**src/rtl/serial_subtractor.sv**
```systemverilog
// Bit-serial WIDTH-bit subtractor: diff = a - b - borrow_in, one bit per clock, LSB first.
// Optional signed-overflow output is enabled by defining SERIAL_SUB_OVF_EN.
module serial_subtractor #(
    parameter int unsigned WIDTH = 8
) (
    input  logic             clk,
    input  logic             rst,
    input  logic             start,
    input  logic [WIDTH-1:0] a,
    input  logic [WIDTH-1:0] b,
    input  logic             borrow_in,
    output logic             busy,
    output logic             done,
    output logic [WIDTH-1:0] diff,
`ifdef SERIAL_SUB_OVF_EN
    output logic             borrow_out,
    output logic             overflow
`else
    output logic             borrow_out
`endif
);

    localparam int unsigned CNT_W = (WIDTH > 2) ? $clog2(WIDTH) : 1;

    typedef enum logic [1:0] {
        S_IDLE = 2'd0,
        S_RUN  = 2'd1,
        S_DONE = 2'd2
    } state_t;

    state_t           state_q;
    logic [WIDTH-1:0] a_sr_q;
    logic [WIDTH-1:0] b_sr_q;
    logic [WIDTH-1:0] res_sr_q;
    logic             brw_q;
    logic [CNT_W-1:0] cnt_q;
    logic             last_bit;
    logic             cell_d;
    logic             cell_bout;

    // Full-subtractor cell on the current LSBs
    assign cell_d    = a_sr_q[0] ^ b_sr_q[0] ^ brw_q;
    assign cell_bout = (~a_sr_q[0] & b_sr_q[0]) | (~(a_sr_q[0] ^ b_sr_q[0]) & brw_q);
    assign last_bit  = (cnt_q == CNT_W'(WIDTH - 1));

`ifdef SERIAL_SUB_OVF_EN
    // Borrow into the MSB cell differs from the borrow out of it on signed overflow
    logic ovf_q;

    always_ff @(posedge clk) begin
        if (rst) begin
            ovf_q    <= 1'b0;
            overflow <= 1'b0;
        end else begin
            if (state_q == S_RUN && last_bit) begin
                ovf_q <= brw_q ^ cell_bout;
            end
            if (state_q == S_DONE) begin
                overflow <= ovf_q;
            end
        end
    end
`endif

    // Sequencer and datapath; outputs are registered and hold between results
    always_ff @(posedge clk) begin
        if (rst) begin
            state_q    <= S_IDLE;
            a_sr_q     <= '0;
            b_sr_q     <= '0;
            res_sr_q   <= '0;
            brw_q      <= 1'b0;
            cnt_q      <= '0;
            busy       <= 1'b0;
            done       <= 1'b0;
            diff       <= '0;
            borrow_out <= 1'b0;
        end else begin
            done <= 1'b0;
            case (state_q)
                S_IDLE: begin
                    if (start) begin
                        a_sr_q  <= a;
                        b_sr_q  <= b;
                        brw_q   <= borrow_in;
                        cnt_q   <= '0;
                        busy    <= 1'b1;
                        state_q <= S_RUN;
                    end
                end
                S_RUN: begin
                    a_sr_q   <= a_sr_q >> 1;
                    b_sr_q   <= b_sr_q >> 1;
                    res_sr_q <= {cell_d, res_sr_q[WIDTH-1:1]};
                    brw_q    <= cell_bout;
                    if (last_bit) begin
                        state_q <= S_DONE;
                    end else begin
                        cnt_q <= cnt_q + CNT_W'(1);
                    end
                end
                S_DONE: begin
                    done       <= 1'b1;
                    diff       <= res_sr_q;
                    borrow_out <= brw_q;
                    busy       <= 1'b0;
                    state_q    <= S_IDLE;
                end
                default: begin
                    busy    <= 1'b0;
                    state_q <= S_IDLE;
                end
            endcase
        end
    end

endmodule

```
**config.mk**
```make
export PLATFORM = sky130hd
export DESIGN_NAME = serial_subtractor
export DESIGN_NICKNAME = d
export VERILOG_FILES = /design/src/rtl/serial_subtractor.sv
export SDC_FILE = /design/constraint.sdc
export NUM_CORES = 1
export LEC_CHECK = 0
export BUFFER_PORTS_ARGS = -buffer_cell sky130_fd_sc_hd__buf_2
export CAP_MARGIN = 20
export CORE_MARGIN = 1.5
export CORE_UTILIZATION = 54
export CTS_CLUSTER_DIAMETER = 80
export DETAILED_ROUTE_END_ITERATION = 8
export GPL_TIMING_DRIVEN = 1
export PLACE_DENSITY = 0.78
export SLEW_MARGIN = 20
export SYNTH_ARGS = -nofsm -noshare
export SYNTH_HDL_FRONTEND = slang
export SYNTH_SLANG_ARGS = --single-unit
```
**constraint.sdc**
```tcl
create_clock -name clk -period 1.4 [get_ports clk]
set_clock_uncertainty 0.1 [all_clocks]
set_input_delay 0.28 -clock clk [delete_from_list [all_inputs] [get_ports clk]]
set_output_delay 0.28 -clock clk [all_outputs]
set_load 0.01 [all_outputs]
```
Word-level counts from Yosys, hierarchy flattened --
Cells that the tools add are included. W data, S select, Z words.
Operators by class: multipliers 0, shifts and indexed selects 0, div/mod/pow operators 0, $lt $le $gt $ge 0, reductions and logical operators 6, equal/unequal tests 6, bitwise gates (word level) 8, $add $sub $neg 1, multiplexer cells 15
Operators with widths (number):
- $pmux W8 S2 | 2
- $mux W8 | 2
- $mux W3 | 2
- $ne A2 B2 Y1 const B | 3
- $pmux W3 S2 | 1
- $reduce_and A2 Y1 | 3
- $mux W2 | 2
- $pmux W1 S2 | 2
- $pmux W2 S2 | 1
- $add A3 B1 Y3 const B | 1
- $eq A3 B3 Y1 const B | 1
- $mux W1 | 3
- $not A1 Y1 | 3
- $reduce_and A3 Y1 | 1
- $and A1 B1 Y1 | 2
- $eq A2 B1 Y1 const B | 1
- $eq A2 B2 Y1 const B | 1
- $logic_not A2 Y1 | 1
- $reduce_bool A2 Y1 | 1
- $xor A1 B1 Y1 | 2
- $or A1 B1 Y1 | 1
Storage, ports and cells: output and inout port bits 11, memories 0, register bits 41, word-level logic and storage cells 46, latch bits 0, RAM bits 0, ROM bits 0

Depth between registers and ports, before layout --
depth after elaboration 5, gate-level depth with buffers 5, mapped depth without buffers 5

Least setup slack after synthesis --
No wires, ideal clock.
path kind register to register, from register cnt_q[0], to register cnt_q[0], path buffers 0, setup slack 0.090 ns, stages on the path, launching flop included 6, data arrival time 1.089 ns, cell sequence dfxtp_1 -> ha_1 -> ha_1 -> nand2_1 -> a21oi_1 -> mux2_2
On the way: word-level cells in the longest chain between the ends 3, elaborated cells between the ends (all ways) 6, classes of those cells add/sub (1); eq/ne (2); mux (2); reduce/logical (1)
RTL lines:
- start, declared | line 36 | logic [CNT_W-1:0] cnt_q;
- start signal, assigned | line 99 | cnt_q <= cnt_q + CNT_W'(1);
- $add A3 B1 Y3 / $eq A3 B3 Y1 (equally long branches) | line 99, 44
- $mux W3 / $ne A2 B2 Y1 (equally long branches)
- $pmux W3 S2 / $reduce_and A3 Y1 (equally long branches)
Several ways; a longest one is shown, not always the timed one. The select of a mux whose other input is x is not followed. A chain may end at the register's enable or synchronous reset.

Final worst setup path --
Same ends and word-level chain as after synthesis.

==> run metrics <==
critical path fanouts, max=3; TritonCTS Buffers=5; Placement Cell Area=1930 um2; Reg power frac=57.4%; Total GRT Usage=20.5%; CTS tree=yes; syn_nets=roughly 200; largest family of logic cells by synthesized area=compound AO/OA/AOI/OAI gates; pwr/cell area=1080 nW/um2; clk slew on worst S/H paths=approximately 120 ps; final setup margin=90.5 ps; adder-cell share of the synthesized area=2.64%; Ys Warns=0; fmax=0.764 GHz; DP Wirelength=between 2 and 2.5 mm; CTS root buf=clkbuf_4; final core occ=66.6%; drt total wl=3.05 mm; drt via density=about 5.0; H-tree depth=2; RSZ-0062 raised after global routing=no; number of I/O port buffers=30; nets=239; Core Area=just over 3000 um2; Die X=about 59 um; critical path class=reg -> reg; mux cell area share after synthesis=8.88%; setup slack after placement=1.89 ps; Synth Area in XOR/XNOR=0%; Worst Path Buf+Inv=0; vias in the first global route=around 1300; Clock Sinks=41; diode count=0; FF/Latch Area=825 um2; Slew @ Worst Pin=about 350 ps; Worst path top cell family by delay=adder cells; peak supply drop=0.000625 V; Crit path largest cell delay=340 ps; Syn Area/Cell=~9.4 um2; largest net degree at the start of global routing=31; critical-path cell list=ha_2 > ha_2 > nand2_2 > a21oi_2 > mux2_2; Synth top area share=48.1%; FILL cells=250; CP Data Required Time=1550 ps; Internal=between 1.5 and 2 mW; Hold WC Path Type=in -> reg; Via Count=approximately 1300; sw frac=between 20% and 30%; Die ar.=3500 um2; CP Data Arrival Time=between 1000 and 1500 ps; Skew-Pair Late Insertion Delay=about 350 ps; initial core utilization=a little under three fifths; initial drt markers=42; Rel. slew slack=76.4%; post-synth cell types=27; slowest CP cell=dfxtp_2; first-pass GRT wire length=5.34 mm; grt ovf=0; Detail Route Antenna Nets=0; share of cells above drive strength 1=between 30% and 40%; Post-Synth Simple-Gate Area=15.8%; critical path's most frequent cell=ha_2; Critical Path Source Type=register; post-synthesis compound-gate area fraction=a little under a fifth; most common cell after layout, fill and taps aside=dfxtp_1; register area share after synthesis=a little under 50%; crit end category=register; Leak Pwr=between 0.8 and 0.9 nW; row count=20; crit share post-route=93.5%; io pins=31; Mapped Area=1710 um2; Setup-failing EPs final=0; Chip Height=59.2 um; Syn Inst Count=around 180; DRC Markers=0; #FFs+latches synth=41; outcome=complete, no violations; initial antenna violation count=0; Slew Limit Fails=0; First-pass DRT Iterations=4; Hold Violations, Final=0; clock buffer depth=2; switching pwr=around 0.54 mW; Final Cell Area=2020 um2; sum of negative setup slack=0 ps; Placer Congestion=0.798; cts hold-fix bufs=0; area grow syn2layout=18.3%; ranking of synthesized cells by area=dfxtp_1 (48%), mux2i_1 (8.2%), nand2_1 (7.7%); max-cap viol count=0; Multi-input gate area=~790 um2; Clock power frac=30.5%; most frequent cells in the layout=dfxtp_1 (38), nand2_1 (34), buf_2 (30), a21oi_1 (21), nor2_1 (17); combinational fraction of design power=12.1%; Routed wire per std cell=between 10 and 15 um; Design Power=2.18 mW; fin crit period=approximately 1300 ps; Yosys top cell by area=dfxtp_1
[through the flow]
step | instances | hold WS (ps)
after floorplan | 181 | 332
after global placement | 253 | 343
after detailed placement | 253 | 344
after CTS | 261 | 87.5
after global routing | 261 | 92.8
final | 261 | 103
[layout make-up]
type | instances | share of cell area [%]
inverters | 4 | 0.744
repair buffers | 41 | 12.8
clock buffers | 7 | 3.23
multi-input cells | 123 | 39.4
well taps | 44 | 2.73
flip-flops and latches | 41 | 40.9
clock inverters | 1 | 0.248
[final timing paths]
check                              from                     end  slack, ps  cells after the start
setup / recovery  cnt_q[0]$_SDFFE_PP0P_   cnt_q[0]$_SDFFE_PP0P_         90                      5
hold reg to reg    diff[5]$_SDFFE_PP0P_    diff[5]$_SDFFE_PP0P_        360                      2
hold / removal                     b[7]  b_sr_q[7]$_SDFFE_PP0P_        100                      3
setup reg to reg  cnt_q[0]$_SDFFE_PP0P_   cnt_q[0]$_SDFFE_PP0P_         90                      5
[registers in the layout (all words and copies together), names as in the netlist]
| name | cells |
|---|---|
| borrow_out | 1 |
| a_sr_q | 8 |
| brw_q | 1 |
| diff | 8 |
| done | 1 |
| busy | 1 |
| state_q | 2 |
| b_sr_q | 8 |
| res_sr_q | 8 |
| cnt_q | 3 |
[per-layer routing]
metal	up-vias	global-route usage, %	wire (um)
li1	686	-	-
met1	590	22.8	1380
met2	27	35.2	1500
met3	6	6.77	112
met4	0	9.09	55
met5	-	0	0
[synthesized netlist by cell type]
cell type / number
dfxtp_1: 41
nand2_1: 35
buf_1: 3
clkbuf_1: 1
nor3_2: 1
ha_1: 2
mux2_2: 1
nor2_1: 17
nand2b_1: 2
buf_4: 2
a211oi_2: 10
a21oi_1: 22
buf_12: 1
fa_1: 1
buf_6: 1
o21ba_4: 1
nor3_1: 1
nand4_1: 2
inv_1: 4
o21ai_1: 2
a211oi_1: 5
nor3b_1: 1
mux2i_1: 14
buf_2: 5
nor2b_1: 3
and3b_1: 1
a22o_1: 2
[worst min-delay path, stage by stage]
cell and delay (ps):
buf_2 100, nand4_1 80, a21oi_1 60
[cells by family (layout without fill, tap and decap cells)]
| group | count (synthesis) | after routing |
|---|---|---|
| buffers and inverters | 17 | 53 |
| and+or+nand+nor | 63 | 63 |
| DFF | 41 | 41 |
| muxes | 15 | 15 |
| AOI/OAI and AO/OA | 42 | 42 |
| adders and majority gates | 3 | 3 |
[power groups by stage]
stage,Clock (mW),Sequential (mW),Combinational (mW)
after floorplan,0,1.27,0.196
after global placement,0,1.27,0.252
after detailed placement,0,1.28,0.264
after CTS,0.686,1.25,0.265
after global routing,0.731,1.26,0.296
final,0.666,1.25,0.264
[repair_timing]
action	in CTS	in global routing
gates resized for setup	1	6
pin swaps	0	1
setup buffers	0	0
endpoints found under the setup margin	1	11
hold endpoints to repair	0	0
No activity file was read; power rests on OpenSTA's default activity.
